==> src/rtl/cpu_ctrl_pkg.sv <==
// Shared control encodings for the multicycle ARM-subset CPU.
// Holds the main FSM state enum, datapath mux select codes and Op codes.
package cpu_ctrl_pkg;

    typedef enum logic [3:0] {
        FETCH,
        DECODE,
        MEMADR,
        MEMRD,
        MEMWB,
        MEMWR,
        EXECR,
        EXECI,
        ALUWB,
        BRANCH,
        UNKNOWN
    } statetype;

    localparam logic [1:0] ALU_ADD = 2'b00;
    localparam logic [1:0] ALU_SUB = 2'b01;
    localparam logic [1:0] ALU_AND = 2'b10;
    localparam logic [1:0] ALU_ORR = 2'b11;

    localparam logic [1:0] RES_ALUOUT    = 2'b00;
    localparam logic [1:0] RES_DATA      = 2'b01;
    localparam logic [1:0] RES_ALURESULT = 2'b10;

    localparam logic [1:0] SRCA_RD1    = 2'b00;
    localparam logic [1:0] SRCA_PC     = 2'b01;
    localparam logic [1:0] SRCA_ALUOUT = 2'b10;

    localparam logic [1:0] SRCB_RD2    = 2'b00;
    localparam logic [1:0] SRCB_EXTIMM = 2'b01;
    localparam logic [1:0] SRCB_FOUR   = 2'b10;

    localparam logic [1:0] OP_DP  = 2'b00;
    localparam logic [1:0] OP_MEM = 2'b01;
    localparam logic [1:0] OP_BR  = 2'b10;
    localparam logic [1:0] OP_UNK = 2'b11;

endpackage

==> src/rtl/main_fsm.sv <==
// Moore main FSM: state register, next-state logic and per-state outputs.
// Ports: clk, reset, Op, FunctI (Funct[5]), FunctL (Funct[0]) in; mux selects and strobes out.
module main_fsm
    import cpu_ctrl_pkg::*;
(
    input  logic       clk,
    input  logic       reset,
    input  logic [1:0] Op,
    input  logic       FunctI,
    input  logic       FunctL,
    output logic       IRWrite,
    output logic       NextPC,
    output logic       RegW,
    output logic       MemW,
    output logic       AdrSrc,
    output logic [1:0] ResultSrc,
    output logic [1:0] ALUSrcA,
    output logic [1:0] ALUSrcB,
    output logic       ALUOp,
    output logic       Branch
);

    statetype state_q, state_d;

    always_ff @(posedge clk) begin
        if (reset) state_q <= FETCH;
        else       state_q <= state_d;
    end

    always_comb begin
        state_d = FETCH;
        unique case (state_q)
            FETCH:  state_d = DECODE;
            DECODE: begin
                unique case (Op)
                    OP_MEM:  state_d = MEMADR;
                    OP_DP:   state_d = FunctI ? EXECI : EXECR;
                    OP_BR:   state_d = BRANCH;
                    default: state_d = UNKNOWN;
                endcase
            end
            MEMADR:  state_d = FunctL ? MEMRD : MEMWR;
            MEMRD:   state_d = MEMWB;
            MEMWB:   state_d = FETCH;
            MEMWR:   state_d = FETCH;
            EXECR:   state_d = ALUWB;
            EXECI:   state_d = ALUWB;
            ALUWB:   state_d = FETCH;
            BRANCH:  state_d = FETCH;
            UNKNOWN: state_d = UNKNOWN;
            default: state_d = FETCH;
        endcase
    end

    always_comb begin
        IRWrite   = 1'b0;
        NextPC    = 1'b0;
        RegW      = 1'b0;
        MemW      = 1'b0;
        AdrSrc    = 1'b0;
        ResultSrc = RES_ALUOUT;
        ALUSrcA   = SRCA_RD1;
        ALUSrcB   = SRCB_RD2;
        ALUOp     = 1'b0;
        Branch    = 1'b0;
        unique case (state_q)
            FETCH: begin
                IRWrite   = 1'b1;
                NextPC    = 1'b1;
                ALUSrcA   = SRCA_PC;
                ALUSrcB   = SRCB_FOUR;
                ResultSrc = RES_ALURESULT;
            end
            DECODE: begin
                ALUSrcA   = SRCA_PC;
                ALUSrcB   = SRCB_FOUR;
                ResultSrc = RES_ALURESULT;
            end
            MEMADR: ALUSrcB = SRCB_EXTIMM;
            MEMRD:  AdrSrc  = 1'b1;
            MEMWB: begin
                ResultSrc = RES_DATA;
                RegW      = 1'b1;
            end
            MEMWR: begin
                AdrSrc = 1'b1;
                MemW   = 1'b1;
            end
            EXECR: ALUOp = 1'b1;
            EXECI: begin
                ALUSrcB = SRCB_EXTIMM;
                ALUOp   = 1'b1;
            end
            ALUWB: RegW = 1'b1;
            BRANCH: begin
                ALUSrcA   = SRCA_ALUOUT;
                ALUSrcB   = SRCB_EXTIMM;
                ResultSrc = RES_ALURESULT;
                Branch    = 1'b1;
            end
            default: ;
        endcase
    end

endmodule

==> src/rtl/mc_decoder.sv <==
// Multicycle control decoder: main FSM plus ALU decode, PC logic and instruction decode.
// Ports: clk, reset, Op, Funct, Rd in; FlagW, PCS, NextPC, RegW, MemW, NoWrite, mux selects out.
module mc_decoder
    import cpu_ctrl_pkg::*;
(
    input  logic       clk,
    input  logic       reset,
    input  logic [1:0] Op,
    input  logic [5:0] Funct,
    input  logic [3:0] Rd,
    output logic [1:0] FlagW,
    output logic       PCS,
    output logic       NextPC,
    output logic       RegW,
    output logic       MemW,
    output logic       NoWrite,
    output logic       IRWrite,
    output logic       AdrSrc,
    output logic [1:0] ResultSrc,
    output logic [1:0] ALUSrcA,
    output logic [1:0] ALUSrcB,
    output logic [1:0] ALUControl,
    output logic [1:0] ImmSrc,
    output logic [1:0] RegSrc
);

    logic       irw_raw, npc_raw, regw_raw, memw_raw;
    logic       alu_op, branch;
    logic       cmd_ok, cmd_cv;
    logic [3:0] cmd;

    main_fsm u_fsm (
        .clk      (clk),
        .reset    (reset),
        .Op       (Op),
        .FunctI   (Funct[5]),
        .FunctL   (Funct[0]),
        .IRWrite  (irw_raw),
        .NextPC   (npc_raw),
        .RegW     (regw_raw),
        .MemW     (memw_raw),
        .AdrSrc   (AdrSrc),
        .ResultSrc(ResultSrc),
        .ALUSrcA  (ALUSrcA),
        .ALUSrcB  (ALUSrcB),
        .ALUOp    (alu_op),
        .Branch   (branch)
    );

    assign cmd = Funct[4:1];

    // cmd_cv marks arithmetic ops that also own the carry/overflow flags.
    always_comb begin
        ALUControl = ALU_ADD;
        NoWrite    = 1'b0;
        cmd_ok     = 1'b0;
        cmd_cv     = 1'b0;
        if (alu_op) begin
            unique case (cmd)
                4'b0100: begin
                    ALUControl = ALU_ADD;
                    cmd_ok = 1'b1;
                    cmd_cv = 1'b1;
                end
                4'b0010: begin
                    ALUControl = ALU_SUB;
                    cmd_ok = 1'b1;
                    cmd_cv = 1'b1;
                end
                4'b0000: begin
                    ALUControl = ALU_AND;
                    cmd_ok = 1'b1;
                end
                4'b1100: begin
                    ALUControl = ALU_ORR;
                    cmd_ok = 1'b1;
                end
                4'b1010: begin
                    ALUControl = ALU_SUB;
                    NoWrite = 1'b1;
                    cmd_ok = 1'b1;
                    cmd_cv = 1'b1;
                end
                default: ;
            endcase
        end
    end

    // Strobes are held low while reset so an aborted instruction writes nothing.
    assign FlagW   = reset ? 2'b00
                   : {cmd_ok & Funct[0], cmd_ok & cmd_cv & Funct[0]};
    assign IRWrite = irw_raw  & ~reset;
    assign NextPC  = npc_raw  & ~reset;
    assign RegW    = regw_raw & ~reset;
    assign MemW    = memw_raw & ~reset;
    assign PCS     = ~reset & ((regw_raw & (Rd == 4'hF)) | branch);

    assign ImmSrc  = Op;
    assign RegSrc  = {Op == OP_MEM, Op == OP_BR};

endmodule
==> config.mk <==
export PLATFORM = sky130hd
export DESIGN_NAME = mc_decoder
export DESIGN_NICKNAME = d
export VERILOG_FILES = /design/src/rtl/cpu_ctrl_pkg.sv /design/src/rtl/main_fsm.sv /design/src/rtl/mc_decoder.sv
export SDC_FILE = /design/constraint.sdc
export NUM_CORES = 1
export LEC_CHECK = 0
export BUFFER_PORTS_ARGS = -buffer_cell sky130_fd_sc_hd__buf_2
export CORE_AREA = 8 8 45 47
export DETAILED_ROUTE_END_ITERATION = 6
export DIE_AREA = 0 0 53 55
export GPL_TIMING_DRIVEN = 0
export PLACE_DENSITY = 0.77
export SETUP_SLACK_MARGIN = 0.02
export SYNTH_ARGS = -nofsm -noshare
export SYNTH_HDL_FRONTEND = slang
export SYNTH_SLANG_ARGS = --single-unit
==> constraint.sdc <==
create_clock -name clk -period 1.4 [get_ports clk]
set_input_delay 0.28 -clock clk [delete_from_list [all_inputs] [get_ports clk]]
set_output_delay 0.28 -clock clk [all_outputs]
set_load 0.01 [all_outputs]
; ---- Word-level counts from Yosys, hierarchy flattened
; Index checks and enable logic that the tools add are counted.
[totals]
output_inout_bits = 21
in_bits = 14
ff_bits = 4
[classes]
reduce_logical = 12
n_eq_ne = 17
n_bitwise = 10
mux = 22
[ops]
columns = operator, n
row1 = $eq 4x4->1 const B, 6
row2 = $pmux 4 s6, 1
row3 = $eq 4x3->1 const B, 5
row4 = $mux 1, 13
row5 = $eq 4x2->1 const B, 3
row6 = $pmux 2 s2, 3
row7 = $pmux 4 s3, 1
row8 = $reduce_or 2->1, 5
row9 = $reduce_or 3->1, 3
row10 = $and 1x1->1, 8
row11 = $logic_not 4->1, 2
row12 = $pmux 2 s3, 1
row13 = $reduce_or 5->1, 1
row14 = $eq 4x1->1 const B, 1
row15 = $mux 2, 2
row16 = $mux 3, 1
row17 = $eq 2x1->1 const B, 1
row18 = $eq 2x2->1 const B, 1
row19 = $logic_not 2->1, 1
row20 = $not 1->1, 1
row21 = $or 1x1->1, 1

; ---- Longest topological paths before layout
; Gate-level depths: netlist of the first run.
[depth]
ltp_word = 7
ltp_mapped = 4
depth_no_buf = 3

; ---- Cells and area by module
; From an unflattened synthesis of the first run, not the netlist that was laid out.
[hier_totals]
cells_unflattened = 69
area_unflattened_um2 = 496.7
[modules_own_cells]
columns = module, cells_per_inst, seq_area_each_um2, area_each_um2, n_inst
row1 = main_fsm, 44, 80.1, 327.8, 1
row2 = mc_decoder, 25, 0.0, 168.9, 1

; ---- Worst setup path after synthesis of the first run
; OpenSTA, ideal clock, no wires.
[synth_timing]
path_type = flip-flop to output port
from = register u_fsm.state_q[3]
to = output port NextPC
arrival_ps = 1259
stages_incl_launch_ff = 4
t_required_ps = 1120
slack_ps = -139
path_cell_list = dfxtp_1 -> or3_1 -> nor3_1 -> buf_4
[synth_via]
elab_chain_len = 3
[synth_rtl]
columns = element, line_no
row1 = from (decl), main_fsm.sv:23  ; statetype state_q, state_d;
row2 = from (signal assigned), main_fsm.sv:27  ; else state_q <= state_d;
row3 = $logic_not 4->1, n/a
row4 = $mux 1, n/a
row5 = $and 1x1->1, n/a
row6 = to (decl), mc_decoder.sv:13  ; output logic NextPC,
; Every way passes these cells.

; ---- Worst setup path in the final report of the first run
[layout_timing]
from = register u_fsm.state_q[3]
to = output port FlagW[1]
[layout_via]
elab_chain_len = 6
[layout_rtl]
columns = element, line_no
row1 = $eq 4x3->1, main_fsm.sv:66  ; unique case (state_q)
row2 = $reduce_or 2->1 (no line) *, n/a
row3 = $mux 1 *, main_fsm.sv:66
row4 = $mux 1 *, mc_decoder.sv:58  ; if (alu_op) begin
row5 = $and 1x1->1 *, mc_decoder.sv:91  ; : {cmd_ok & Funct[0], cmd_ok & cmd_cv & Funct[0]};
row6 = $mux 2 *, mc_decoder.sv:90  ; assign FlagW = reset ? 2'b00
row7 = to (decl), mc_decoder.sv:11  ; output logic [1:0] FlagW,
; Mark *: on every way between the ends. The rest lies on a longest branch, timed or not.

==> results of run 1 <==
-- Yosys cell counts --
| cell | n | area [um2] |
|---|---|---|
| sky130_fd_sc_hd__a211oi_2 | 1 | 12.5 |
| sky130_fd_sc_hd__a21oi_1 | 5 | 25.0 |
| sky130_fd_sc_hd__and4_1 | 1 | 8.76 |
| sky130_fd_sc_hd__buf_2 | 2 | 10.0 |
| sky130_fd_sc_hd__buf_4 | 3 | 22.5 |
| sky130_fd_sc_hd__clkbuf_1 | 2 | 7.51 |
| sky130_fd_sc_hd__dfxtp_1 | 4 | 80.1 |
| sky130_fd_sc_hd__inv_1 | 3 | 11.3 |
| sky130_fd_sc_hd__nand2_1 | 2 | 7.51 |
| sky130_fd_sc_hd__nand2b_1 | 3 | 18.8 |
| sky130_fd_sc_hd__nand3_1 | 1 | 5.00 |
| sky130_fd_sc_hd__nand3b_1 | 4 | 30.0 |
| sky130_fd_sc_hd__nand4bb_1 | 1 | 11.3 |
| sky130_fd_sc_hd__nor2_1 | 3 | 11.3 |
| sky130_fd_sc_hd__nor2b_1 | 4 | 25.0 |
| sky130_fd_sc_hd__nor3_1 | 9 | 45.0 |
| sky130_fd_sc_hd__nor3b_1 | 2 | 15.0 |
| sky130_fd_sc_hd__nor4_1 | 1 | 6.26 |
| sky130_fd_sc_hd__o211ai_1 | 1 | 7.51 |
| sky130_fd_sc_hd__o21ai_0 | 3 | 15.0 |
| sky130_fd_sc_hd__o2bb2ai_1 | 1 | 8.76 |
| sky130_fd_sc_hd__o31ai_1 | 2 | 15.0 |
| sky130_fd_sc_hd__or3_1 | 2 | 12.5 |
| sky130_fd_sc_hd__xnor2_1 | 3 | 26.3 |
| sky130_fd_sc_hd__xor2_1 | 1 | 8.76 |
-- where the power goes --
group / total (W) / switching, W / internal [W]
Combinational: 0.000416 / 0.000184 / 0.000232
Clock: 0.000147 / 0.0000506 / 0.0000961
Sequential: 0.000146 / 0.0000184 / 0.000127
Total: 0.000709 / 0.000253 / 0.000456
-- routing by layer --
| metal | track usage | vias to the layer above | share of wire |
|---|---|---|---|
| met5 | 0 | - | 0 |
| li1 | - | 332 | - |
| met4 | 0.0560 | 0 | 0.013 |
| met3 | 0.0401 | 2 | 0.12 |
| met2 | 0.225 | 32 | 0.49 |
| met1 | 0.126 | 312 | 0.38 |
-- cells by family after synthesis --
family / count (synthesis) / synth area share
buffers and inverters: 10 / 0.115
AO/OA/AOI/OAI: 13 / 0.188
flip-flops: 4 / 0.179
AND/OR/NAND/NOR: 33 / 0.440
XOR/XNOR: 4 / 0.0784
-- layout make-up --
class                      instances  share of cell area
multi-input combinational         50               0.461
timing repair buffer              50               0.327
sequential                         4              0.0866
buffer                             6              0.0734
clock buffer                       3              0.0217
tap                               16              0.0193
inverter                           3              0.0108
-- through the flow --
stage	TNS, ns	instances	utilization	total power (W)	instance area, um2
final	-2.26	132	0.751	0.000709	1040
after global placement	-0.454	114	0.469	0.000361	649
after CTS	-2.28	129	0.681	0.000652	942
after floorplan	-0.0244	64	-	0.000278	459
after global routing	-3.37	132	0.751	0.000749	1040
after detailed placement	-0.575	114	0.469	0.000365	649
-- path summary, 6_finish.rpt --
check | from | endpoint | slack, ns
setup / recovery | u_fsm.state_q[3]$_SDFF_PP0_ | FlagW[1] | -0.26
hold / removal | Funct[0] | u_fsm.state_q[1]$_SDFF_PP0_ | 0.30
setup reg to reg | u_fsm.state_q[2]$_SDFF_PP0_ | u_fsm.state_q[3]$_SDFF_PP0_ | 0.09
hold reg to reg | u_fsm.state_q[0]$_SDFF_PP0_ | u_fsm.state_q[1]$_SDFF_PP0_ | 0.51
-- repair_timing --
item / 4_1_cts / 5_1_grt
endpoints found under the setup margin: 17 / 17
pin swaps: 4 / 6
setup buffers: 13 / 4
gates cloned: 0 / 1
resized for setup: 33 / 14
-- critical path: cells and delay by family, from the launching register on --
family / cells / cell delay, ns
AO/OA/AOI/OAI: 1 / 0.14
buffers and inverters: 1 / 0.16
flip-flops: 1 / 0.32
AND/OR/NAND/NOR: 2 / 0.53
==> results.yml, run 1 <==
outcome:
  status: "complete, but fails checks"
  failed_checks: "negative setup slack"
floorplan:
  io-pin-count: 35
  placementRows: 14
  initial_utilization: 0.323
  core-area_um2: 1380
  die_h_um: 55
  die_w_um: 53
  design.die.area_um2: 2920
setup_path:
  timing_worst_setup_path_type: "reg2out"
  critPathMaxStageDelay_ns: 0.34
  cp_data_required_time_ns: 1.12
  crit_chain: "nand4bb_4 -> or3_4 -> a211oi_2 -> buf_2"
  critPathCaptureType: "output pin"
  timing.critical_path.from_type: "flop"
  critPathSlowestCell: "sky130_fd_sc_hd__or3_4"
  reg2regPathDepth: 6
  arrival_ns: 1.38
  timing.critical_path.fanout_max: 4
cells_and_area:
  leading_cell_type_in_the_layout_fill_and_taps_excluded: "sky130_fd_sc_hd__buf_2"
  filler_cell_count: 104
  largest_reg_flops: 4
  layout-drive-gt1-share: 0.724
  synthToLayoutAreaGrowth_pct: 133
  finalNetCount: 132
  biggestRegsByFlops: "u_fsm.state_q x4"
  antenna_cells: 0
  final_cell_mix: "sky130_fd_sc_hd__buf_2 (33), sky130_fd_sc_hd__buf_4 (12), sky130_fd_sc_hd__buf_6 (6)"
  multi_input_comb_area_um2: 479
  area.sequential_um2: 90.1
  largest-register: "u_fsm.state_q"
logic_synthesis:
  netlist-cell-type-count: 25
  yosysSeqAreaShare: 0.179
  yosys_register_bits: 4
  syn_nets: 78
  syn_area_per_cell_um2: 6.98
  syn_inst: 64
  yosysWarnings: 0
  post_synthesis_instance_area_um2: 447
grt:
  antenna_found_initial: 0
  grt_remaining_overflow: 0
  first_global_vias: 686
  grt_pass1_wl_um: 2790
  grt_max_degree: 12
  track_usage: 0.123
routing:
  detail-route-antenna-nets: 0
  wl_per_cell_um: 14.9
  drt_pre_antenna_iters: 4
  drc: 0
  detail_route.iter0.violations: 7
  post_drt_via_cell_ratio: 5.14
  finalWirelength_um: 1960
  vias_after_detailed_routing: 678
timing:
  unrepaired_setup_endpoints_after_global_routing: "yes"
  fmax_mhz: 601
  fin_hold_ws_ns: 0.297
  worst_slew_pin_slew_ns: 0.254
  timing.final.hold_violations: 0
  finalMaxSlewViolations: 0
  setup_ws_ns: -0.263
  min_period_ns: 1.66
  timing.slew.headroom: 0.829
  timing.clock.skew_ns: 0.00212
  timing.final.setup_violations: 17
  timing.final.crit_share: 1.19
hold_path:
  holdPathStages: 3
  worst_hold_path_type: "in2reg"
placement:
  dp_hpwl_um: 1150
  routabilityCongestion: 0.816
  placement.io_buffers: 34
  post-place-ws_ns: -0.191
job:
  cap_violations: 0
clocking:
  cts_max_path_buffers: 2
  cts.sink_count: 4
  clock_latency_reported_for_the_late_side_of_the_worst_skew_pair_ns: 0.23
  tritoncts: "yes"
  cts_made_buffers: 3
  cts_root_cell: "sky130_fd_sc_hd__clkbuf_4"
  cts.reportedPaths.clkPinSlew_ns: 0.04
  postCtsHoldBufs: 0
  ctsHtreeMaxLevel: 1
pwr:
  static-leakage-power_nw: 0.478
  power.density_cell_area_nw_per_um2: 681
  power.ir.vdd_worst_mv: 0.525
No activity file was read; power rests on OpenSTA's default activity.
==> inputs of run 2 (changes only) <==
--- a/config.mk
+++ b/config.mk
@@ -7,10 +7,11 @@
 export LEC_CHECK = 0
 export BUFFER_PORTS_ARGS = -buffer_cell sky130_fd_sc_hd__buf_2
 export CORE_AREA = 8 8 45 47
+export CTS_BUF_LIST = sky130_fd_sc_hd__clkbuf_2 sky130_fd_sc_hd__clkbuf_4 sky130_fd_sc_hd__clkbuf_8
 export DETAILED_ROUTE_END_ITERATION = 6
 export DIE_AREA = 0 0 53 55
 export GPL_TIMING_DRIVEN = 0
-export PLACE_DENSITY = 0.77
+export PLACE_DENSITY = 0.7
 export SETUP_SLACK_MARGIN = 0.02
 export SYNTH_ARGS = -nofsm -noshare
 export SYNTH_HDL_FRONTEND = slang
==> run 2 against run 1 <==
Sequential power hardly changed; clock skew is 0.0068 ns higher; total power is 14% lower; largest power group unchanged; critical path depth stayed put; the run still ends with negative setup slack left; routed wire length is 12% lower; utilization is 10 points lower; clock-buffer cell count stayed put; register-to-register slack better by 0.12 ns.
==> results.yml, run 2 (synthesis gave the netlist of run 1 again) <==
clocking:
  cts_root_cell: "sky130_fd_sc_hd__clkbuf_4"
  ctsHtreeMaxLevel: 1
  clock_latency_reported_for_the_late_side_of_the_worst_skew_pair_ns: 0.24
  cts.reportedPaths.clkPinSlew_ns: 0.04
  cts_made_buffers: 3
  cts_max_path_buffers: 2
  cts.sink_count: 4
  tritoncts: "yes"
  postCtsHoldBufs: 0
cells_and_area:
  leading_cell_type_in_the_layout_fill_and_taps_excluded: "sky130_fd_sc_hd__buf_2"
  antenna_cells: 0
  final_cell_mix: "sky130_fd_sc_hd__buf_2 (34), sky130_fd_sc_hd__buf_6 (7), sky130_fd_sc_hd__buf_4 (7)"
  synthToLayoutAreaGrowth_pct: 100
  layout-drive-gt1-share: 0.655
  largest_reg_flops: 4
  postLayoutCellArea_um2: 895
  finalNetCount: 126
  biggestRegsByFlops: "u_fsm.state_q x4"
  post_layout_utilization_of_the_core: 0.646
  largest-register: "u_fsm.state_q"
timing:
  min_period_ns: 1.72
  timing.slew.headroom: 0.828
  fmax_mhz: 581
  finalSetupTns_ns: -3.27
  finalMaxSlewViolations: 0
  timing.final.hold_violations: 0
  timing.clock.skew_ns: 0.00896
  setup_ws_ns: -0.323
  unrepaired_setup_endpoints_after_global_routing: "yes"
  timing.final.crit_share: 1.23
  timing.final.setup_violations: 17
  fin_hold_ws_ns: 0.298
  worst_slew_pin_slew_ns: 0.258
floorplan:
  placementRows: 14
  die_w_um: 53
  io-pin-count: 35
  core-area_um2: 1380
  initial_utilization: 0.323
  die_h_um: 55
  design.die.area_um2: 2920
setup_path:
  timing.critical_path.max_delay_family: "simple AND/OR/NAND/NOR gates"
  critPathCaptureType: "output pin"
  timing.critical_path.fanout_max: 3
  timing.critical_path.from_type: "flop"
  timing_worst_setup_path_type: "reg2out"
  critPathSlowestCell: "sky130_fd_sc_hd__or3_4"
  arrival_ns: 1.44
  cp_data_required_time_ns: 1.12
  crit_chain: "nand4bb_4 -> or3_4 -> a211oi_2 -> buf_2"
  reg2reg_setup_slack_ns: 0.21
  critPathMaxStageDelay_ns: 0.38
  critical_path_buf_inv_count: 1
outcome:
  status: "complete, but fails checks"
  failed_checks: "negative setup slack"
placement:
  routabilityCongestion: 0.855
  post_dp_cell_area_um2: 649
  dp_hpwl_um: 1130
  placement.io_buffers: 34
routing:
  vias_after_detailed_routing: 639
  drt_pre_antenna_iters: 4
  detail_route.iter0.violations: 19
  detail-route-antenna-nets: 0
  post_drt_via_cell_ratio: 5.07
  finalWirelength_um: 1720
  wl_per_cell_um: 13.7
  drc: 0
hold_path:
  worst_hold_path_type: "in2reg"
pwr:
  power.density_cell_area_nw_per_um2: 678
  power.ir.vdd_worst_mv: 0.488
  static-leakage-power_nw: 0.424
  report.power.total_w: 0.000606
grt:
  track_usage: 0.117
  grt_remaining_overflow: 0
  first_global_vias: 624
  antenna_found_initial: 0
  grt_max_degree: 11
  grt_pass1_wl_um: 2650
job:
  cap_violations: 0
-- run 2: routing by layer --
metal | global-route usage | wire length [um] | up-vias
met5 | 0 | 0 | -
met4 | 0.0517 | 10 | 0
met3 | 0.0348 | 161 | 2
met2 | 0.223 | 876 | 30
met1 | 0.115 | 673 | 289
li1 | - | - | 318
-- run 2: stage by stage --
step | worst slack, ns | cells
after floorplan | -0.0116 | 64
after global placement | -0.176 | 114
after detailed placement | -0.185 | 114
after CTS | -0.305 | 124
after global routing | -0.399 | 126
final | -0.323 | 126
-- run 2: final cells by class --
cell class                      count  area [um2]
Fill cell                         112         489
Multi-Input combinational cell     50         430
Timing Repair Buffer               43         256
Sequential cell                     4        88.8
Buffer                              7        65.1
Clock buffer                        3        22.5
Tap cell                           16        20.0
Inverter                            3        11.3
-- run 2: worst paths after layout --
check | startpoint | end | cells after the start
worst max-delay path | u_fsm.state_q[3]$_SDFF_PP0_ | FlagW[1] | 4
worst min-delay path | Funct[0] | u_fsm.state_q[1]$_SDFF_PP0_ | 3
worst max register to register | u_fsm.state_q[2]$_SDFF_PP0_ | u_fsm.state_q[1]$_SDFF_PP0_ | 6
worst min register to register | u_fsm.state_q[0]$_SDFF_PP0_ | u_fsm.state_q[1]$_SDFF_PP0_ | 2
-- run 2: repair_timing --
action	4_1_cts	5_1_grt
endpoints found under the setup margin	17	17
setup buffers	7	2
resized for setup	18	17
pin swaps	4	4
-- run 2: worst min-delay path: stages --
cell and delay (ns):
sky130_fd_sc_hd__buf_2 0.09, sky130_fd_sc_hd__o211ai_1 0.07, sky130_fd_sc_hd__o31ai_1 0.06
-- run 2: power breakdown --
group / switching, W / total (W) / internal, W
Clock: 0.0000504 / 0.000147 / 0.0000961
Sequential: 0.0000164 / 0.000143 / 0.000126
Combinational: 0.000156 / 0.000317 / 0.000161
Total: 0.000223 / 0.000606 / 0.000383
==> inputs of run 3 (changes only) <==
--- a/config.mk
+++ b/config.mk
@@ -5,9 +5,10 @@
 export SDC_FILE = /design/constraint.sdc
 export NUM_CORES = 1
 export LEC_CHECK = 0
+export ABC_CLOCK_PERIOD_IN_PS = 1400
 export BUFFER_PORTS_ARGS = -buffer_cell sky130_fd_sc_hd__buf_2
 export CORE_AREA = 8 8 45 47
-export CTS_BUF_LIST = sky130_fd_sc_hd__clkbuf_2 sky130_fd_sc_hd__clkbuf_4 sky130_fd_sc_hd__clkbuf_8
+export CTS_BUF_LIST = sky130_fd_sc_hd__clkbuf_8
 export DETAILED_ROUTE_END_ITERATION = 6
 export DIE_AREA = 0 0 53 55
 export GPL_TIMING_DRIVEN = 0
==> run 3 against run 2 <==
Fmax up 4.1%; die area did not move; the run still ends with negative setup slack left; routed wire length fell by 5.3%; clock power is 60% higher; clock-buffer cell count stayed put; flip-flop and latch count is the same; critical endpoint unchanged.
==> results.yml, run 3 (synthesis gave the netlist of run 1 again) <==
routing:
  drt_pre_antenna_iters: 4
  detail-route-antenna-nets: 0
  vias_after_detailed_routing: 638
  detail_route.iter0.violations: 20
  finalWirelength_um: 1630
  wl_per_cell_um: 12.8
  post_drt_via_cell_ratio: 5.02
  drc: 0
clocking:
  tritoncts: "yes"
  postCtsHoldBufs: 0
  cts_root_cell: "sky130_fd_sc_hd__clkbuf_8"
  cts.sink_count: 4
  cts.reportedPaths.clkPinSlew_ns: 0.03
  cts_made_buffers: 3
  ctsHtreeMaxLevel: 1
  clock_latency_reported_for_the_late_side_of_the_worst_skew_pair_ns: 0.21
  cts_max_path_buffers: 2
hold_path:
  worst_hold_path_type: "in2reg"
  hp-start: "Funct[0]"
placement:
  dp_cells: 114
  placement.io_buffers: 34
  dp_hpwl_um: 1130
  post_dp_cell_area_um2: 649
  routabilityCongestion: 0.855
  post-place-ws_ns: -0.185
cells_and_area:
  largest_reg_flops: 4
  leading_cell_type_in_the_layout_fill_and_taps_excluded: "sky130_fd_sc_hd__buf_2"
  filler_cell_count: 119
  finalNetCount: 127
  stdcell_count: 127
  layout-drive-gt1-share: 0.631
  final_cell_mix: "sky130_fd_sc_hd__buf_2 (34), sky130_fd_sc_hd__buf_4 (12), sky130_fd_sc_hd__nor3_1 (5)"
  multi_input_comb_area_um2: 400
  biggestRegsByFlops: "u_fsm.state_q x4"
  area.sequential_um2: 90.1
  postLayoutCellArea_um2: 882
  antenna_cells: 0
  largest-register: "u_fsm.state_q"
  synthToLayoutAreaGrowth_pct: 97.5
pwr:
  p_int_w: 0.000472
  switching_share: 0.312
  power.density_cell_area_nw_per_um2: 778
  combinationalPowerShare: 0.447
  power.ir.vdd_worst_mv: 0.525
  static-leakage-power_nw: 0.423
  switchingPower_w: 0.000214
  clock_power_share: 0.342
  seq_power_share: 0.211
timing:
  worst_slew_pin_slew_ns: 0.239
  fmax_mhz: 604
  timing.final.hold_violations: 0
  timing.slew.headroom: 0.839
  timing.final.setup_violations: 15
  finalSetupTns_ns: -1.70
  timing.clock.skew_ns: 0.00338
  timing.final.crit_share: 1.18
  fin_hold_ws_ns: 0.320
  setup_ws_ns: -0.254
  min_period_ns: 1.65
  unrepaired_setup_endpoints_after_global_routing: "yes"
  finalMaxSlewViolations: 0
grt:
  grt_max_degree: 11
  first_global_vias: 610
  track_usage: 0.112
  grt_remaining_overflow: 0
  antenna_found_initial: 0
  grt_pass1_wl_um: 2580
setup_path:
  timing_worst_setup_path_type: "reg2out"
  crit_chain: "nand4bb_4 -> or3_4 -> a211oi_2 -> buf_2"
  cp_data_required_time_ns: 1.12
  critPathLaunch: "u_fsm.state_q[3]$_SDFF_PP0_"
  arrival_ns: 1.37
  timing.critical_path.max_delay_family: "simple AND/OR/NAND/NOR gates"
  critPathSlowestCell: "sky130_fd_sc_hd__or3_4"
  timing.critical_path.from_type: "flop"
  timing.critical_path.fanout_max: 4
  critPathCaptureType: "output pin"
  critPathMaxStageDelay_ns: 0.34
  reg2reg_setup_slack_ns: 0.24
  critical_path_buf_inv_count: 1
  reg_to_reg_critical_path_startpoint: "u_fsm.state_q[2]$_SDFF_PP0_"
job:
  cap_violations: 0
outcome:
  failed_checks: "negative setup slack"
  status: "complete, but fails checks"
floorplan:
  die_w_um: 53
  placementRows: 14
  initial_utilization: 0.323
  io-pin-count: 35
  core-area_um2: 1380
  design.die.area_um2: 2920
  die_h_um: 55
## run 3: cell count changes in the layout (fill, tap and decap cells not counted), moves of 3 or more
cell,before,now
sky130_fd_sc_hd__buf_4,7,12
sky130_fd_sc_hd__clkbuf_8,0,4
sky130_fd_sc_hd__nor3_2,5,1
sky130_fd_sc_hd__buf_6,7,4
sky130_fd_sc_hd__clkbuf_4,3,0
sky130_fd_sc_hd__nor3_1,2,5
## run 3: metrics by stage
| stage | util | power [W] |
|---|---|---|
| after floorplan | - | 0.000278 |
| after global placement | 0.469 | 0.000363 |
| after detailed placement | 0.469 | 0.000365 |
| after CTS | 0.608 | 0.000678 |
| after global routing | 0.637 | 0.000730 |
| final | 0.637 | 0.000687 |
## run 3: area by class of cell
class,instances,area share
Multi-Input combinational cell,50,0.454
Sequential cell,4,0.102
Buffer,7,0.0681
Clock buffer,3,0.0468
Tap cell,16,0.0227
Timing Repair Buffer,44,0.294
Inverter,3,0.0128
## run 3: per-layer routing
metal / part of all wire / vias to the layer above / global-route usage / wire [um]
li1: - / 319 / - / -
met1: 0.39 / 297 / 0.114 / 629
met2: 0.53 / 22 / 0.213 / 871
met3: 0.079 / 0 / 0.0401 / 129
met4: 0 / 0 / 0.0259 / 0
met5: 0 / - / 0 / 0
## run 3: power groups by stage
stage	sequential, W	clock (W)	combinational [W]
2_1_floorplan	0.000138	0	0.000140
3_3_place_gp	0.000141	0	0.000222
3_5_place_dp	0.000141	0	0.000223
4_1_cts	0.000144	0.000243	0.000292
5_1_grt	0.000146	0.000252	0.000332
6_report	0.000145	0.000235	0.000307
## run 3: what timing repair did
action | CTS | global route
endpoints found under the setup margin | 17 | 17
buffers inserted | 9 | 1
gates resized for setup | 21 | 8
pin swaps | 3 | 2
## run 3: final timing paths
kind,to,cells after the start
min reg2reg,u_fsm.state_q[1]$_SDFF_PP0_,2
min,u_fsm.state_q[1]$_SDFF_PP0_,3
max reg2reg,u_fsm.state_q[1]$_SDFF_PP0_,3
max,FlagW[1],4
## run 3: worst register-to-register path: stages (launching register included)
cell and delay (ns):
sky130_fd_sc_hd__dfxtp_4 0.35, sky130_fd_sc_hd__or3_4 0.39, sky130_fd_sc_hd__buf_4 0.16, sky130_fd_sc_hd__o31ai_1 0.18
